`config.mk`:
```
export PLATFORM = sky130hd
export DESIGN_NAME = dpram_pingpong_ctrl
export DESIGN_NICKNAME = d
export VERILOG_FILES = /design/src/rtl/dpram_pingpong_ctrl.sv
export SDC_FILE = /design/constraint.sdc
export NUM_CORES = 1
export LEC_CHECK = 0
export BUFFER_PORTS_ARGS = -buffer_cell sky130_fd_sc_hd__buf_2
export CAP_MARGIN = 20
export CELL_PAD_IN_SITES_DETAIL_PLACEMENT = 0
export CELL_PAD_IN_SITES_GLOBAL_PLACEMENT = 1
export CORE_MARGIN = 5
export CORE_UTILIZATION = 39
export DETAILED_ROUTE_END_ITERATION = 12
export HOLD_SLACK_MARGIN = 0.06
export PLACE_DENSITY_LB_ADDON = 0.1
export SLEW_MARGIN = 0
export SYNTH_ARGS = -nofsm -noshare
export SYNTH_HDL_FRONTEND = slang
export SYNTH_SLANG_ARGS = --single-unit
```
`constraint.sdc`:
```
create_clock -name clock -period 3.5 [get_ports clock]
set_input_delay 0.175 -clock clock [delete_from_list [all_inputs] [get_ports clock]]
set_output_delay 0.175 -clock clock [all_outputs]
set_load 0.01 [all_outputs]
```
`src/rtl/dpram_pingpong_ctrl.sv`:
```
// Ping-pong controller for a dual-port RAM split into two banks.
// The writer fills one bank through port A while the reader drains the other
// bank through port B into a small output FIFO with valid/ready handshaking.
module dpram_pingpong_ctrl #(
  parameter int DATA_WIDTH = 16,
  parameter int ADDR_WIDTH = 10,
  parameter int FRAME_LEN  = 512
) (
  input  logic                  clock,
  input  logic                  reset_n,
  input  logic [DATA_WIDTH-1:0] in_data,
  input  logic                  in_valid,
  output logic                  in_ready,
  output logic [DATA_WIDTH-1:0] out_data,
  output logic                  out_valid,
  input  logic                  out_ready,
  output logic                  out_last,
  output logic [DATA_WIDTH-1:0] ram_data_a,
  output logic [ADDR_WIDTH-1:0] ram_addr_a,
  output logic                  ram_we_a,
  output logic [ADDR_WIDTH-1:0] ram_addr_b,
  output logic                  ram_we_b,
  output logic [DATA_WIDTH-1:0] ram_data_b,
  input  logic [DATA_WIDTH-1:0] ram_q_b,
  output logic [1:0]            bank_full
);

  localparam int CW = $clog2(FRAME_LEN);
  localparam logic [CW-1:0] LAST_IDX = CW'(FRAME_LEN - 1);

  typedef enum logic [1:0] {
    EMPTY    = 2'd0,
    FILLING  = 2'd1,
    FULL     = 2'd2,
    DRAINING = 2'd3
  } bank_state_t;

  bank_state_t           bank_st [2];
  logic                  en;
  logic                  wr_bank;
  logic                  rd_bank;
  logic [CW-1:0]         wcnt;
  logic [CW-1:0]         rcnt;
  logic                  accept;
  logic                  rd_en;
  logic                  pop;
  logic                  inflight;
  logic                  inflight_last;
  logic [2:0]            occupancy;
  logic [ADDR_WIDTH-1:0] rd_addr;
  logic [ADDR_WIDTH-1:0] addr_b_q;
  logic [DATA_WIDTH-1:0] fifo_data [2];
  logic                  fifo_last [2];
  logic                  fifo_head;
  logic                  fifo_tail;
  logic [1:0]            fifo_count;

  // Write side: accept into the current write bank while it is not yet full.
  always_comb begin
    in_ready   = en & ((bank_st[wr_bank] == EMPTY) | (bank_st[wr_bank] == FILLING));
    accept     = in_valid & in_ready;
    ram_we_a   = accept;
    ram_data_a = in_data;
    ram_addr_a = '0;
    ram_addr_a[CW-1:0]       = wcnt;
    ram_addr_a[ADDR_WIDTH-1] = wr_bank;
  end

  // Read side: issue a read only if the FIFO can absorb it after this cycle's pop.
  always_comb begin
    out_valid = (fifo_count != 2'd0);
    pop       = out_valid & out_ready;
    occupancy = {1'b0, fifo_count} + {2'b00, inflight} - {2'b00, pop};
    rd_en     = ((bank_st[rd_bank] == FULL) | (bank_st[rd_bank] == DRAINING))
              & (occupancy < 3'd2);
    rd_addr   = '0;
    rd_addr[CW-1:0]       = rcnt;
    rd_addr[ADDR_WIDTH-1] = rd_bank;
    ram_addr_b = rd_en ? rd_addr : addr_b_q;
  end

  // Output stream and status taken from the FIFO head and bank states.
  always_comb begin
    out_data     = fifo_data[fifo_head];
    out_last     = out_valid & fifo_last[fifo_head];
    bank_full[0] = (bank_st[0] == FULL) | (bank_st[0] == DRAINING);
    bank_full[1] = (bank_st[1] == FULL) | (bank_st[1] == DRAINING);
    ram_we_b     = 1'b0;
    ram_data_b   = '0;
  end

  // Bank state machine with write/read pointers and word counters.
  // Writer and reader always target different banks, so both updates can land on the same edge.
  always_ff @(posedge clock or negedge reset_n) begin
    if (!reset_n) begin
      en      <= 1'b0;
      wr_bank <= 1'b0;
      rd_bank <= 1'b0;
      wcnt    <= '0;
      rcnt    <= '0;
      for (int unsigned i = 0; i < 2; i++) bank_st[i] <= EMPTY;
    end else begin
      en <= 1'b1;
      if (accept) begin
        if (wcnt == LAST_IDX) begin
          bank_st[wr_bank] <= FULL;
          wcnt             <= '0;
          wr_bank          <= ~wr_bank;
        end else begin
          bank_st[wr_bank] <= FILLING;
          wcnt             <= wcnt + CW'(1);
        end
      end
      if (rd_en) begin
        if (rcnt == LAST_IDX) begin
          bank_st[rd_bank] <= EMPTY;
          rcnt             <= '0;
          rd_bank          <= ~rd_bank;
        end else begin
          bank_st[rd_bank] <= DRAINING;
          rcnt             <= rcnt + CW'(1);
        end
      end
    end
  end

  // Read pipeline: capture RAM data one cycle after the read into the 2-entry FIFO.
  always_ff @(posedge clock or negedge reset_n) begin
    if (!reset_n) begin
      inflight      <= 1'b0;
      inflight_last <= 1'b0;
      addr_b_q      <= '0;
      fifo_head     <= 1'b0;
      fifo_tail     <= 1'b0;
      fifo_count    <= 2'd0;
      for (int unsigned i = 0; i < 2; i++) begin
        fifo_data[i] <= '0;
        fifo_last[i] <= 1'b0;
      end
    end else begin
      inflight      <= rd_en;
      inflight_last <= rd_en & (rcnt == LAST_IDX);
      addr_b_q      <= ram_addr_b;
      if (inflight) begin
        fifo_data[fifo_tail] <= ram_q_b;
        fifo_last[fifo_tail] <= inflight_last;
        fifo_tail            <= ~fifo_tail;
      end
      if (pop) fifo_head <= ~fifo_head;
      fifo_count <= fifo_count + {1'b0, inflight} - {1'b0, pop};
    end
  end

endmodule

```
==> metrics.csv, run 1 <==
metric,value,unit
placedCellCount,452,
r2r-end,rcnt[5],
grt_overflow,0,
die_y,106,um
area_growth,11.2,%
power_switching,0.000573,W
grt_usage,0.124,
hold_path_class,in2reg,
cts-root-buf,clkbuf_8,
yosys.area.top_type,dfrtp_1,
synth_area,0.00357,mm2
routed_via_density,4.94,
max-slew-margin-rel,0.389,
ir_worst_vdd,0.191,mV
syn_area_per_cell,11.2,um2
yosys_warnings,0,
timing.rr.start,fifo_count[1],
required,3.32,ns
final_nets,400,
final.setup.tns,0,ns
status,"finished, final reports clean",
cp_top_family,adder cells,
first_iter_violations,76,
cts_sinks,73,
wire_per_inst,14.0,um
ant_nets,0,
ys_top_cells_by_count,"dfrtp_1, mux2_2, nand2_1, buf_4, o21ai_0",
clkLatencyLatePin,0.34,ns
wirelength,6.59,mm
swShare,0.286,
htree_levels,3,
layout_setup_ws,0.376,ns
intPower,0.00143,W
num_antenna_cells,0,
yosys.area.top_type_share,0.512,
worstPathArrival,2.95,ns
vias,2321,
synthFlopType,dfrtp_1,
leakage,2.06,nW
cpPeakStageDelay,0.43,ns
dp_hpwl,4.44,mm
clk_pin_slew,0.08,ns
hold_viol_final,0,
crit_buf_inv,5,
startpoint_type,register,
finalCritPeriodShare,0.893,
cap_violations,0,
io_pins,111,
whs_path_depth,2,
crit_chain,"nor2_1, inv_1, and2_1, ha_1, inv_1, ha_1, inv_1, fa_1, xnor2_1, nand3_2, buf_4, nand2_1, nand2_1, buf_2",
synthTopCellsByArea,"dfrtp_1, mux2_2, buf_4",
drc,0,
crit_type,reg2out,
hold_start,ram_q_b[4],
yosysMostFrequentCell,dfrtp_1,
setup_viol,0,
grt_pass1_vias,2300,
place_congestion,0.672,
grt_max_degree,74,
fp.dieW,106,um
rsz0062_at_grt,false,
final_util,0.450,
core_area,0.00881,mm2
max_freq,320,MHz
crit_top_cell,inv_1,
worst_slew_pin_slew,0.916,ns
drive_above_1_share,0.367,
fin_skew,0.00994,ns
cts_tree,built,
fillerInstances,841,
pre_cts_slack,0.572,ns
end_kind,output port,
antenna_found_initial,0,
port_buffers,61,
reg2reg_depth,13,
yosysSeqAreaShare,0.512,
seqPwrFrac,0.491,
synth_edf_count,0,
slowest_stage,dfrtp_1,
final.min_clock_period,3.12,ns
p_per_area,505,mW/mm2
p_clk_frac,0.324,
drt-pass1-iter-count,4,
min_to,fifo_data[4],
async_flop_share,1.00,
synth_cells,317,
synthDistinctLibCells,39,
grt_pass1_wl,11.3,mm
start_util,0.405,
cts_buffer_depth,2,
drv_slew,0,
layout.cells.non_filler,470,
comb_power_share,0.184,
cts_made_buffers,9,
crit_fanout,26,
ys_ff_latch,73,
r2r_slack,0.55,ns
fp-row-count,34,
dieArea,0.0112,mm2
-- per-stage QoR --
| step | instance area, um2 | hold slack, ns | power (W) |
|---|---|---|---|
| CTS | 3950 | 0.0634 | 0.00204 |
| global placement | 3750 | 0.350 | 0.00138 |
| finish | 3970 | 0.0755 | 0.00200 |
| detailed placement | 3750 | 0.350 | 0.00138 |
| floorplan | 3630 | -0.121 | 0.00126 |
| global route | 3970 | 0.0627 | 0.00213 |
-- placed cells by master, fill, tap and decap left out, types with 3 or more instances in the layout --
master,n
nor3b_1,3
conb_1,18
clkbuf_8,10
a211o_1,3
clkinv_2,4
nor2_1,8
nand4_1,3
dfrtp_1,73
ha_1,6
mux2_2,51
nand2_1,45
a31oi_1,3
nand3_1,8
buf_2,60
nor4b_1,3
inv_1,8
o21ai_0,10
o31ai_1,5
-- routing by layer --
metal | track usage | vias to the layer above | share of wire
met5 | 0 | - | 0
met2 | 0.197 | 59 | 0.45
met3 | 0.0355 | 9 | 0.050
li1 | - | 1132 | -
met1 | 0.163 | 1121 | 0.49
met4 | 0.0453 | 0 | 0.013
-- how the worst max path moves through the flow --
| stage | from | to | slack, ns | cells after the start |
|---|---|---|---|---|
| finish | fifo_count[1] | ram_addr_b[4] | 0.38 | 14 |
| global route | fifo_count[1] | ram_addr_b[8] | 0.08 | 14 |
| CTS | fifo_count[1] | ram_addr_b[0] | 0.22 | 14 |
| detailed placement | fifo_count[1] | rcnt[5] | 0.57 | 13 |
| global placement | fifo_count[1] | ram_addr_b[3] | 0.66 | 14 |
| floorplan | fifo_count[1] | ram_addr_b[4] | 0.80 | 15 |
-- power groups by stage --
stage / Combinational, W / Clock (W) / Sequential [W]
2_1_floorplan: 0.000299 / 0 / 0.000958
3_3_place_gp: 0.000374 / 0 / 0.00100
3_5_place_dp: 0.000373 / 0 / 0.00100
4_1_cts: 0.000378 / 0.000675 / 0.000985
5_1_grt: 0.000420 / 0.000713 / 0.000994
6_report: 0.000369 / 0.000649 / 0.000984
-- cells by family (layout without fill, tap and decap cells) --
logic type | Yosys count | count (layout) | synth area share
multiplexers | 54 | 54 | 0.171
AND/OR/NAND/NOR | 89 | 89 | 0.123
adder cells (fa/ha/maj) | 7 | 7 | 0.0267
other | 2 | 18 | 0.00211
flip-flops | 73 | 73 | 0.512
buffers and inverters | 60 | 89 | 0.103
AO/OA/AOI/OAI | 28 | 28 | 0.0526
XOR/XNOR | 4 | 4 | 0.00983
-- cell type report --
class / instances / area, um2 / area share
Clock buffer: 10 / 138 / 0.0347
Tap cell: 108 / 135 / 0.0341
Timing Repair Buffer: 64 / 335 / 0.0846
Inverter: 9 / 37.5 / 0.00947
Sequential cell: 73 / 1830 / 0.461
Multi-Input combinational cell: 200 / 1440 / 0.362
Clock inverter: 6 / 57.6 / 0.0145
-- registers in the layout, indices dropped and copies added, names as in the netlist, 2 cells and up --
| signal | count |
|---|---|
| addr_b_q | 10 |
| bank_st | 2 |
| fifo_count | 2 |
| fifo_data | 32 |
| fifo_last | 2 |
| rcnt | 9 |
| wcnt | 9 |
-- timing repair --
item                       CTS  global route
hold endpoints to repair    73             1
hold buffers                 1             1
setup endpoints to repair    0            10
resized for setup            0             1
buffers inserted             0             0
(Power assumes the default switching activity.)
==> run 2, diff against run 1 <==
--- a/config.mk
+++ b/config.mk
@@ -10,7 +10,7 @@
 export CELL_PAD_IN_SITES_DETAIL_PLACEMENT = 0
 export CELL_PAD_IN_SITES_GLOBAL_PLACEMENT = 1
 export CORE_MARGIN = 5
-export CORE_UTILIZATION = 39
+export CORE_UTILIZATION = 35
 export DETAILED_ROUTE_END_ITERATION = 12
 export HOLD_SLACK_MARGIN = 0.06
 export PLACE_DENSITY_LB_ADDON = 0.1
==> metrics.csv, run 2 (same netlist as run 1, synthesis figures left out) <==
metric,value,unit
worstPathArrival,3.00,ns
maxUsedRoutingLayer,met4,
core_area,0.00986,mm2
grt_pass1_wl,12.0,mm
top_register,fifo_data,
layout_commonest_cell,dfrtp_1,
status,"finished, final reports clean",
met1_length,3.41,mm
start_util,0.361,
area_growth,13.2,%
postCtsSetupBuffers,0,
hold_viol_final,0,
wl_met3,370,um
rsz0062_at_grt,false,
dieArea,0.0123,mm2
grt_pass1_vias,2391,
grt_usage,0.119,
largest_reg_flops,32,
dp_hpwl,4.53,mm
routed_via_density,4.62,
cts_buffer_depth,2,
place_congestion,0.675,
p_per_area,482,mW/mm2
worst_slew_pin_slew,0.934,ns
end_kind,output port,
vias,2313,
crit_type,reg2out,
cts_sinks,73,
cts_resized,0,
reg2reg_depth,13,
max-slew-margin-rel,0.377,
fin_skew,0.00980,ns
max_freq,315,MHz
pre_cts_slack,0.643,ns
ant_nets,0,
final_cell_mix,"dfrtp_1, buf_2, mux2_2",
dr_wl_met2,3.10,mm
drt-pass1-iter-count,4,
clk_pin_slew,0.08,ns
cts_made_buffers,9,
antenna_found_initial,0,
fp.dieW,111,um
grt_overflow,0,
drive_above_1_share,0.356,
required,3.32,ns
final_nets,407,
htree_levels,3,
crit_fanout,14,
io_pins,111,
layout_setup_ws,0.328,ns
ir_worst_vdd,0.267,mV
die_y,111,um
finalCritPeriodShare,0.906,
leakage,2.08,nW
wirelength,6.98,mm
reg.largest.list,"fifo_data: 32 flops, addr_b_q: 10 flops",
grt_max_degree,74,
drv_slew,0,
first_iter_violations,82,
cts-root-buf,clkbuf_8,
cts_tree,built,
port_buffers,61,
final.setup.tns,0,ns
startpoint_type,register,
wire_per_inst,13.9,um
r2r_slack,0.66,ns
final.min_clock_period,3.17,ns
cap_violations,0,
whs_path_depth,2,
hold_path_class,in2reg,
drc,0,
fp-row-count,36,
num_antenna_cells,0,
clkLatencyLatePin,0.34,ns
setup_viol,0,
==> run 2: through the flow <==
step	util	instances	cell area, um2	hold slack (ns)	total power [W]
after global routing	0.409	501	4040	0.0641	0.00207
final	0.409	501	4040	0.0756	0.00195
after detailed placement	0.383	477	3780	0.350	0.00138
after global placement	0.383	477	3780	0.350	0.00138
after CTS	0.407	499	4020	0.0601	0.00199
after floorplan	-	333	3630	-0.121	0.00126
==> run 2: worst paths after layout <==
path,startpoint,endpoint
setup / recovery,fifo_count[1],ram_addr_b[3]
hold / removal,ram_q_b[9],fifo_data[9]
setup reg to reg,fifo_count[1],rcnt[5]
hold reg to reg,addr_b_q[7],addr_b_q[7]
max in group asynchronous,reset_n,rcnt[1]
min in group asynchronous,reset_n,fifo_data[10]
==> run 2: power breakdown <==
| group | internal [W] | total [W] | switching [W] |
|---|---|---|---|
| registers | 0.000892 | 0.000986 | 0.0000938 |
| clock network | 0.000270 | 0.000585 | 0.000315 |
| logic | 0.000198 | 0.000375 | 0.000177 |
==> run 2: final cells by class <==
cell class | instances | area [um2]
multi-input cells | 200 | 1440
fillers | 970 | 5830
well taps | 133 | 166
clock buffers | 10 | 138
inverters | 9 | 33.8
repair buffers | 71 | 405
flip-flops and latches | 73 | 1830
clock inverters | 5 | 32.5
==> run 2: routing by layer <==
metal	GRT usage	vias to the layer above
li1	-	1138
met1	0.158	1106
met2	0.183	62
met3	0.0388	7
met4	0.0402	0
met5	0	-
==> run 2: repair_timing <==
item / in CTS / in global routing
hold buffers: 7 / 2
endpoints found under the setup margin: 0 / 0
hold endpoints to repair: 81 / 2
==> run 2: critical path, stage by stage (launching register included) <==
cell     delay [ns]
dfrtp_1        0.42
nor2_1         0.16
inv_1          0.06
and2_1         0.17
ha_1           0.29
inv_1          0.05
ha_1           0.13
inv_1          0.04
fa_1           0.37
xnor2_1        0.19
nand3_2        0.09
inv_1          0.33
nand2_1        0.12
nand2_1        0.09
buf_2          0.13
==> run 3, diff against run 2 <==
==> constraint.sdc (replaced) <==
create_clock -name clock -period 2.84 [get_ports clock]
set_input_delay 0.142 -clock clock [delete_from_list [all_inputs] [get_ports clock]]
set_output_delay 0.142 -clock clock [all_outputs]
set_load 0.01 [all_outputs]
==> metrics.csv, run 3 (same netlist as run 1, synthesis figures left out) <==
metric,value,unit
routed_via_density,4.63,
wire_per_inst,14.1,um
clkLatencyLatePin,0.34,ns
crit_chain,"nor2_2, inv_1, and2_4, ha_4, inv_2, ha_4, inv_2, fa_2, xnor2_2, nand3_4, inv_4, buf_12, nand2_4, nand2_2, buf_6",
ant_nets,0,
final_util,0.467,
final_cell_mix,"dfrtp_1, mux2_2, buf_2",
area_growth,29.3,%
p_per_area,585,mW/mm2
antenna_found_initial,0,
drive_above_1_share,0.460,
startpoint_type,register,
grt_pass1_wl,12.8,mm
grt_pass1_vias,2559,
cts_buffer_depth,2,
cp_top_family,adder cells,
grt_max_degree,74,
hold_path_class,in2reg,
dp_hpwl,4.79,mm
start_util,0.361,
leakage,2.39,nW
drt-pass1-iter-count,5,
slowest_stage,dfrtp_1,
hold_viol_final,0,
top_register,fifo_data,
wirelength,7.46,mm
fin_skew,0.0154,ns
max_freq,353,MHz
htree_levels,3,
drv_slew,0,
setup_viol,0,
status,"finished, final reports clean",
cts_tree,built,
placedCellCount,481,
port_buffers,61,
max-slew-margin-rel,0.375,
cts_made_buffers,9,
required,2.70,ns
finalCritPeriodShare,0.999,
num_antenna_cells,0,
grt_overflow,0,
grt_usage,0.127,
reg.largest.list,"fifo_data: 32 flops, addr_b_q: 10 flops",
ir_worst_vdd,0.239,mV
largest_reg_flops,32,
fp.dieW,111,um
rsz0062_at_grt,true,
clk_pin_slew,0.07,ns
cap_violations,0,
final.min_clock_period,2.84,ns
layout.cells.non_filler,529,
crit_buf_inv,6,
fp-row-count,36,
place_congestion,0.671,
die_y,111,um
worstPathArrival,2.69,ns
worst_slew_pin_slew,0.938,ns
dieArea,0.0123,mm2
final_nets,434,
drc,0,
layout_commonest_cell,dfrtp_1,
cts_sinks,73,
io_pins,111,
first_iter_violations,89,
crit_type,reg2out,
end_kind,output port,
core_area,0.00986,mm2
cts-root-buf,clkbuf_8,
vias,2449,
cpPeakStageDelay,0.39,ns
crit_fanout,5,
## run 3: cell count changes in the layout (fill, tap and decap cells not counted), moves of 4 or more
cell | before | now
buf_4 | 2 | 17
buf_6 | 0 | 11
buf_2 | 60 | 50
nand2_1 | 45 | 24
dlygate4sd3_1 | 9 | 17
nand2_4 | 0 | 17
nand2_2 | 0 | 4
## run 3: layout make-up
type / count / area, um2
Fill cell: 906 / 5250
Sequential cell: 73 / 1830
Multi-Input combinational cell: 200 / 1630
Timing Repair Buffer: 98 / 732
Tap cell: 133 / 166
Clock buffer: 11 / 141
Clock inverter: 5 / 78.8
Inverter: 9 / 36.3
## run 3: metal layers
metal | GRT usage | wire, um
met5 | 0 | 0
met4 | 0.0402 | 77
met3 | 0.0437 | 329
met2 | 0.193 | 3400
met1 | 0.169 | 3660
## run 3: through the flow
step	setup WS, ns	total power [W]	hold WS (ns)	cell area, um2	setup TNS (ns)
after floorplan	0.161	0.00155	-0.154	3630	0
after CTS	-0.0347	0.00272	0.152	4490	-0.246
after detailed placement	0.142	0.00172	0.284	3820	0
after global routing	-0.142	0.00285	0.154	4610	-1.36
final	0.00320	0.00270	0.166	4610	0
after global placement	0.205	0.00171	0.284	3820	0
## run 3: timing repair
action	4_1_cts	5_1_grt
hold endpoints to repair	103	0
hold buffers	17	0
pin swaps	15	16
cloned	1	0
buffers inserted	10	6
endpoints found under the setup margin	10	10
resized for setup	42	28
## run 3: path summary, 6_finish.rpt
path / startpoint / to / depth (start not counted) / slack (ns)
min in group asynchronous: reset_n / fifo_data[10] / 2 / 0.48
worst max register to register: fifo_count[1] / rcnt[7] / 14 / 0.08
worst min-delay path: in_valid / wr_bank / 3 / 0.17
worst min register to register: addr_b_q[9] / addr_b_q[9] / 2 / 0.48
worst max-delay path: fifo_count[1] / ram_addr_b[0] / 15 / 0.003
max in group asynchronous: reset_n / rcnt[7] / 2 / 1.73
## run 3: report_power, final
group | switching (W) | internal, W
combinational | 0.000271 | 0.000315
clock | 0.000383 | 0.000518
sequential | 0.000112 | 0.00110
## run 3: worst register-to-register path: stages (launching register included)
cell and delay [ns]:
dfrtp_1 0.39, nor2_2 0.12, inv_1 0.07, and2_4 0.17, ha_4 0.20, inv_2 0.06
ha_4 0.12, inv_2 0.03, fa_2 0.36, xnor2_2 0.22, nand3_4 0.14, buf_4 0.15
buf_4 0.12, or4_4 0.48, nand3_2 0.07
